--- src/rtl/memory_pkg.sv ---
// Shared definitions for the memory row: default row width, operation encodings and row data type.
package memory_pkg;

    localparam int ROW_WIDTH = 8;

    localparam logic OP_READ  = 1'b0;
    localparam logic OP_WRITE = 1'b1;

    typedef logic [0:ROW_WIDTH-1] row_t;

endpackage

--- src/rtl/memory_cell.sv ---
// Single storage bit: loads d on a selected write, holds otherwise, clears on synchronous reset.
module memory_cell
    import memory_pkg::*;
(
    input  logic clk,
    input  logic rst_n,
    input  logic sel,
    input  logic op,
    input  logic d,
    output logic q
);

    logic q_d;
    logic q_q;

    always_comb begin
        q_d = q_q;
        if (sel && (op == OP_WRITE)) begin
            q_d = d;
        end
    end

    always_ff @(posedge clk) begin
        if (!rst_n) begin
            q_q <= 1'b0;
        end else begin
            q_q <= q_d;
        end
    end

    assign q = q_q;

endmodule

--- src/rtl/memory_row.sv ---
// WIDTH-bit memory row built from memory_cell instances with combinational read gating.
// Optional even-parity cell and parity_err output when MEMORY_ROW_PARITY_EN is defined.
module memory_row
    import memory_pkg::*;
#(
    parameter int WIDTH = ROW_WIDTH
) (
    input  logic             clk,
    input  logic             rst_n,
    input  logic             S,
    input  logic             op,
    input  logic [0:WIDTH-1] data_input,
    output logic [0:WIDTH-1] data_output
`ifdef MEMORY_ROW_PARITY_EN
    ,
    output logic             parity_err
`endif
);

    logic [0:WIDTH-1] stored;
    logic             rd_en;

    for (genvar i = 0; i < WIDTH; i++) begin : g_cell
        memory_cell u_cell (
            .clk   (clk),
            .rst_n (rst_n),
            .sel   (S),
            .op    (op),
            .d     (data_input[i]),
            .q     (stored[i])
        );
    end

    assign rd_en = S && (op == OP_READ);

    // Output is forced to zero outside a read so writes and idle rows never drive data.
    assign data_output = rd_en ? stored : '0;

`ifdef MEMORY_ROW_PARITY_EN
    logic par_bit;

    memory_cell u_parity_cell (
        .clk   (clk),
        .rst_n (rst_n),
        .sel   (S),
        .op    (op),
        .d     (^data_input),
        .q     (par_bit)
    );

    assign parity_err = rd_en && ((^stored) != par_bit);
`endif

endmodule

--- config.mk ---
export PLATFORM = sky130hd
export DESIGN_NAME = memory_row
export DESIGN_NICKNAME = d
export VERILOG_FILES = /design/src/rtl/memory_pkg.sv /design/src/rtl/memory_cell.sv /design/src/rtl/memory_row.sv
export SDC_FILE = /design/constraint.sdc
export NUM_CORES = 1
export LEC_CHECK = 0
export ABC_AREA = 1
export CAP_MARGIN = 20
export CORE_AREA = 8 8 45 47
export CTS_BUF_LIST = sky130_fd_sc_hd__clkbuf_4 sky130_fd_sc_hd__clkbuf_8
export CTS_CLUSTER_SIZE = 16
export DETAILED_ROUTE_END_ITERATION = 6
export DIE_AREA = 0 0 53 55
export GPL_TIMING_DRIVEN = 0
export SLEW_MARGIN = 20
export SYNTH_ARGS = -nofsm -noshare
export SYNTH_HDL_FRONTEND = slang
export SYNTH_SLANG_ARGS = --single-unit
--- constraint.sdc ---
create_clock -name clk -period 0.8 [get_ports clk]
set_input_delay 0.12 -clock clk [delete_from_list [all_inputs] [get_ports clk]]
set_output_delay 0.12 -clock clk [all_outputs]
set_load 0.01 [all_outputs]
**After elaboration in Yosys (flattened, before gate mapping)**

Cells that the tools add are included.

- Bits of input ports: 12
- Output and inout port bits: 8
- Bits in registers: 8
- Logic and storage cells: 12

- Multiplexer cells: 1
- Bitwise gates (word level): 1
- Reduce and logical (&&, ||, !) cells: 2

Operators with widths:

| operator | number |
|---|---|
| two-way mux 8 bit | 1 |
| logical AND 1 bit | 2 |
| inverter 1 bit | 1 |

**Depth between registers and ports, before layout**

- Depth after elaboration: 3
- Depth in mapped cells: 5
- Mapped depth without buffers: 4

**Modules after synthesis**

Synthesis repeated with hierarchy kept, for this count alone.

- Cells, all modules: 74
- Area, all modules: 410.4 um^2

Modules (own cells, without submodules):

| module | area an instance (um^2) | instances | cells each |
|---|---|---|---|
| memory_cell | 42.5 | 8 | 7 |
| memory_row | 70.1 | 1 | 18 |

**Worst setup path after synthesis**

OpenSTA, ideal clock, no wires.

- Path kind: register -> output
- From: register g_cell[1].u_cell.q_q
- To: output port data_output[1] (netlist bit)
- Stages on the path, launching flop included: 3
- Buffers on the path: 0
- Required time: 0.680 ns
- Setup slack: 0.173 ns
- Data arrival time: 0.507 ns
- Path through: dfxtp_1 > inv_1 > nor2_1

- Longest elaborated chain between the ends: 1

Ends and longest elaborated chain:

| what | RTL line | source |
|---|---|---|
| from (decl) | memory_cell.sv:14 | `logic q_q;` |
| from (signal assigned) | memory_cell.sv:27 | `q_q <= q_d;` |
| two-way mux 8 bit | memory_row.sv:37 | `assign data_output = rd_en ? stored : '0;` |
| to (decl) | memory_row.sv:13 | `output logic [0:WIDTH-1] data_output` |

No other way between the ends.

**Worst setup path in the final report**

- From: register g_cell[4].u_cell.q_q
- To: output port data_output[4] (netlist bit)

- Longest elaborated chain between the ends: 1

Ends and longest elaborated chain:

| what | RTL line |
|---|---|
| from (decl) | memory_cell.sv:14 |
| from (signal assigned) | memory_cell.sv:27 |
| two-way mux 8 bit | memory_row.sv:37 |

No other way between the ends.

==> metrics.txt <==
Avg WL per Cell=10.1 µm; failing checks=setup timing; Seq/Total Area, Yosys=42.7%; Die X=53 µm; via count=415; hold-critical path depth=3; reg2reg start=g_cell[2].u_cell.q$_SDFFE_PN0P_; initial DRC count=5; crit path DAT=820 ps; Max Cap Viol=0; crit start category=flop; Rows=14; total number of H-tree levels=1; num ports=20; Net Sw Power=237 µW; layout cells sized above 1=42.4%; Static Leak=0.000326 µW; Clock power frac=32.9%; Ys Warns=0; clock root buffer=clkbuf_4; Final Skew=0 ps; post-layout min period=938 ps; antenna cell count=0; pin count of the biggest net entering global routing=11; Final setup viols=8; Via density=4.11; Port Buffers=18; reg2reg path depth=5; hold_buf cts=0; unrepaired setup endpoints after global routing=true; Hold WS=163 ps; Seq pwr share=47.1%; status=finished, violations left; CTS tree=done; Worst Hold Class=input port to flop; Largest register FFs=8; reg-to-reg critical path endpoint=g_cell[2].u_cell.q$_SDFFE_PN0P_; maximum clock frequency=1.07 GHz; detailed placer's ending HPWL=700 µm; PwrDens=1570 mW/mm²; DRC=0; worst vdd ir=841 µV; Die Y=55 µm; Final GP Congestion=0.689; Final Hold Vio Count=0; cell-internal power=698 µW; synthesis-to-layout area growth=59.0%; # nets final=99; Clock Sinks=8; combinational share of power=20.0%; peak fanout along the critical path=2; Worst Slack Setup Final=-138 ps; CTS buffer count=3; Avg Cell Area, Syn=6.15 µm²; crit path buf inv count=2; initial antenna violation count=0; commonest non-fill, non-tap cell in the layout=nor2_1; Crit. path cell count=3; Clock Latency Late Sink=250 ps; Cell Area, Synth=375 µm²; final period utilization=117%; Seq cells post-synth=8; core region area=0.00138 mm²; first-pass GRT wire length=1610 µm; Reg clk slew, reported paths=60 ps; r2r setup slk=90 ps; gr usage total=7.42%; Worst Min Path Start=rst_n; maximum root-to-sink buffer count=2; Required @ worst endpoint=680 ps; worst hold endpoint=g_cell[7].u_cell.q$_SDFFE_PN0P_; Slew Limit Fails=0; Post-Synthesis Cells=61; TritonRoute pass-1 iters=4; critical path type=flop to output pin; GRT Residual Overflow=0; Top delay family on crit path=flip-flops; switch share=25.3%; Setup crit end kind=output pin; commonest cells after routing, fill and taps aside=nor2_1 (23), nand2_1 (14), buf_2 (9); setup TNS=-1020 ps; Post-Syn Nets=73; number of global-route vias before repair=382; remaining antenna violation count=0; routed wire length=1020 µm; Synth cell types=7; CP Cell Sequence=inv_2, nor2_1, buf_2; Slew HR=89.7%; Die ar.=0.00292 mm²; slowest CP cell=dfxtp_2; Slew @ Worst Pin=154 ps; Starting Density=27.1%; CP max stage delay=320 ps
## metal layers
| layer | vias to the layer above | part of all wire [%] | track usage (%) |
|---|---|---|---|
| met5 | - | 0 | 0 |
| met4 | 0 | 1.3 | 3.88 |
| met3 | 2 | 9.5 | 3.48 |
| met2 | 18 | 38 | 10.9 |
| met1 | 173 | 51 | 8.79 |
| li1 | 222 | - | - |
## area by class of cell
class	instances	area, µm²
multi-input cells	42	175
well taps	16	20.0
repair buffers	21	160
plain buffers	2	16.3
flip-flops and latches	8	169
inverters	9	33.8
fillers	161	787
clock buffers	3	22.5
## power by group through the flow
stage	logic [µW]	registers, µW	clock network, µW
6_report	187	441	308
5_1_grt	209	443	343
4_1_cts	185	434	319
3_5_place_dp	178	441	0
3_3_place_gp	178	440	0
2_1_floorplan	92.0	439	0
## worst reg2reg max path: stages (launching register included)
cell and delay, ps:
dfxtp_2 320, inv_2 30, buf_4 120, nand2_2 50
nand2_1 40, nor2_1 80
## through the flow
| stage | util [%] | setup WS, ps | instances | total power (µW) | instance area (µm²) |
|---|---|---|---|---|---|
| 6_report | 43.1 | -138 | 101 | 935 | 597 |
| 5_1_grt | 43.1 | -201 | 101 | 995 | 597 |
| 4_1_cts | 42.5 | -149 | 101 | 938 | 588 |
| 3_5_place_dp | 41.6 | -837 | 95 | 619 | 576 |
| 3_3_place_gp | 41.6 | -853 | 95 | 617 | 576 |
| 2_1_floorplan | - | 173 | 61 | 531 | 375 |
## worst max path at each step
stage                                     from        endpoint  slack, ps
6_report       g_cell[4].u_cell.q$_SDFFE_PN0P_  data_output[4]       -140
5_1_grt        g_cell[4].u_cell.q$_SDFFE_PN0P_  data_output[4]       -200
4_1_cts        g_cell[6].u_cell.q$_SDFFE_PN0P_  data_output[6]       -150
3_5_place_dp                                 S  data_output[6]       -840
3_3_place_gp                                 S  data_output[4]       -850
2_1_floorplan  g_cell[1].u_cell.q$_SDFFE_PN0P_  data_output[1]        170
## timing repair
action,CTS,global route
pin swaps,7,3
gates cloned,0,0
setup endpoints to repair,16,8
setup buffers,3,0
gates resized for setup,41,11
## cell usage after synthesis, drive strengths merged
cell type,number,area share (%)
dfxtp,8,43
inv,9,9.0
nor2,24,24
buf,2,4.3
nand2,18,20
## kinds of logic (layout without fill, tap and decap cells)
group                  after synthesis  in the layout  share of synthesized area [%]
flip-flops                           8              8                           42.7
buffers and inverters               11             35                           13.3
AND/OR/NAND/NOR                     42             42                           44.0
No activity file was read; power rests on OpenSTA's default activity.
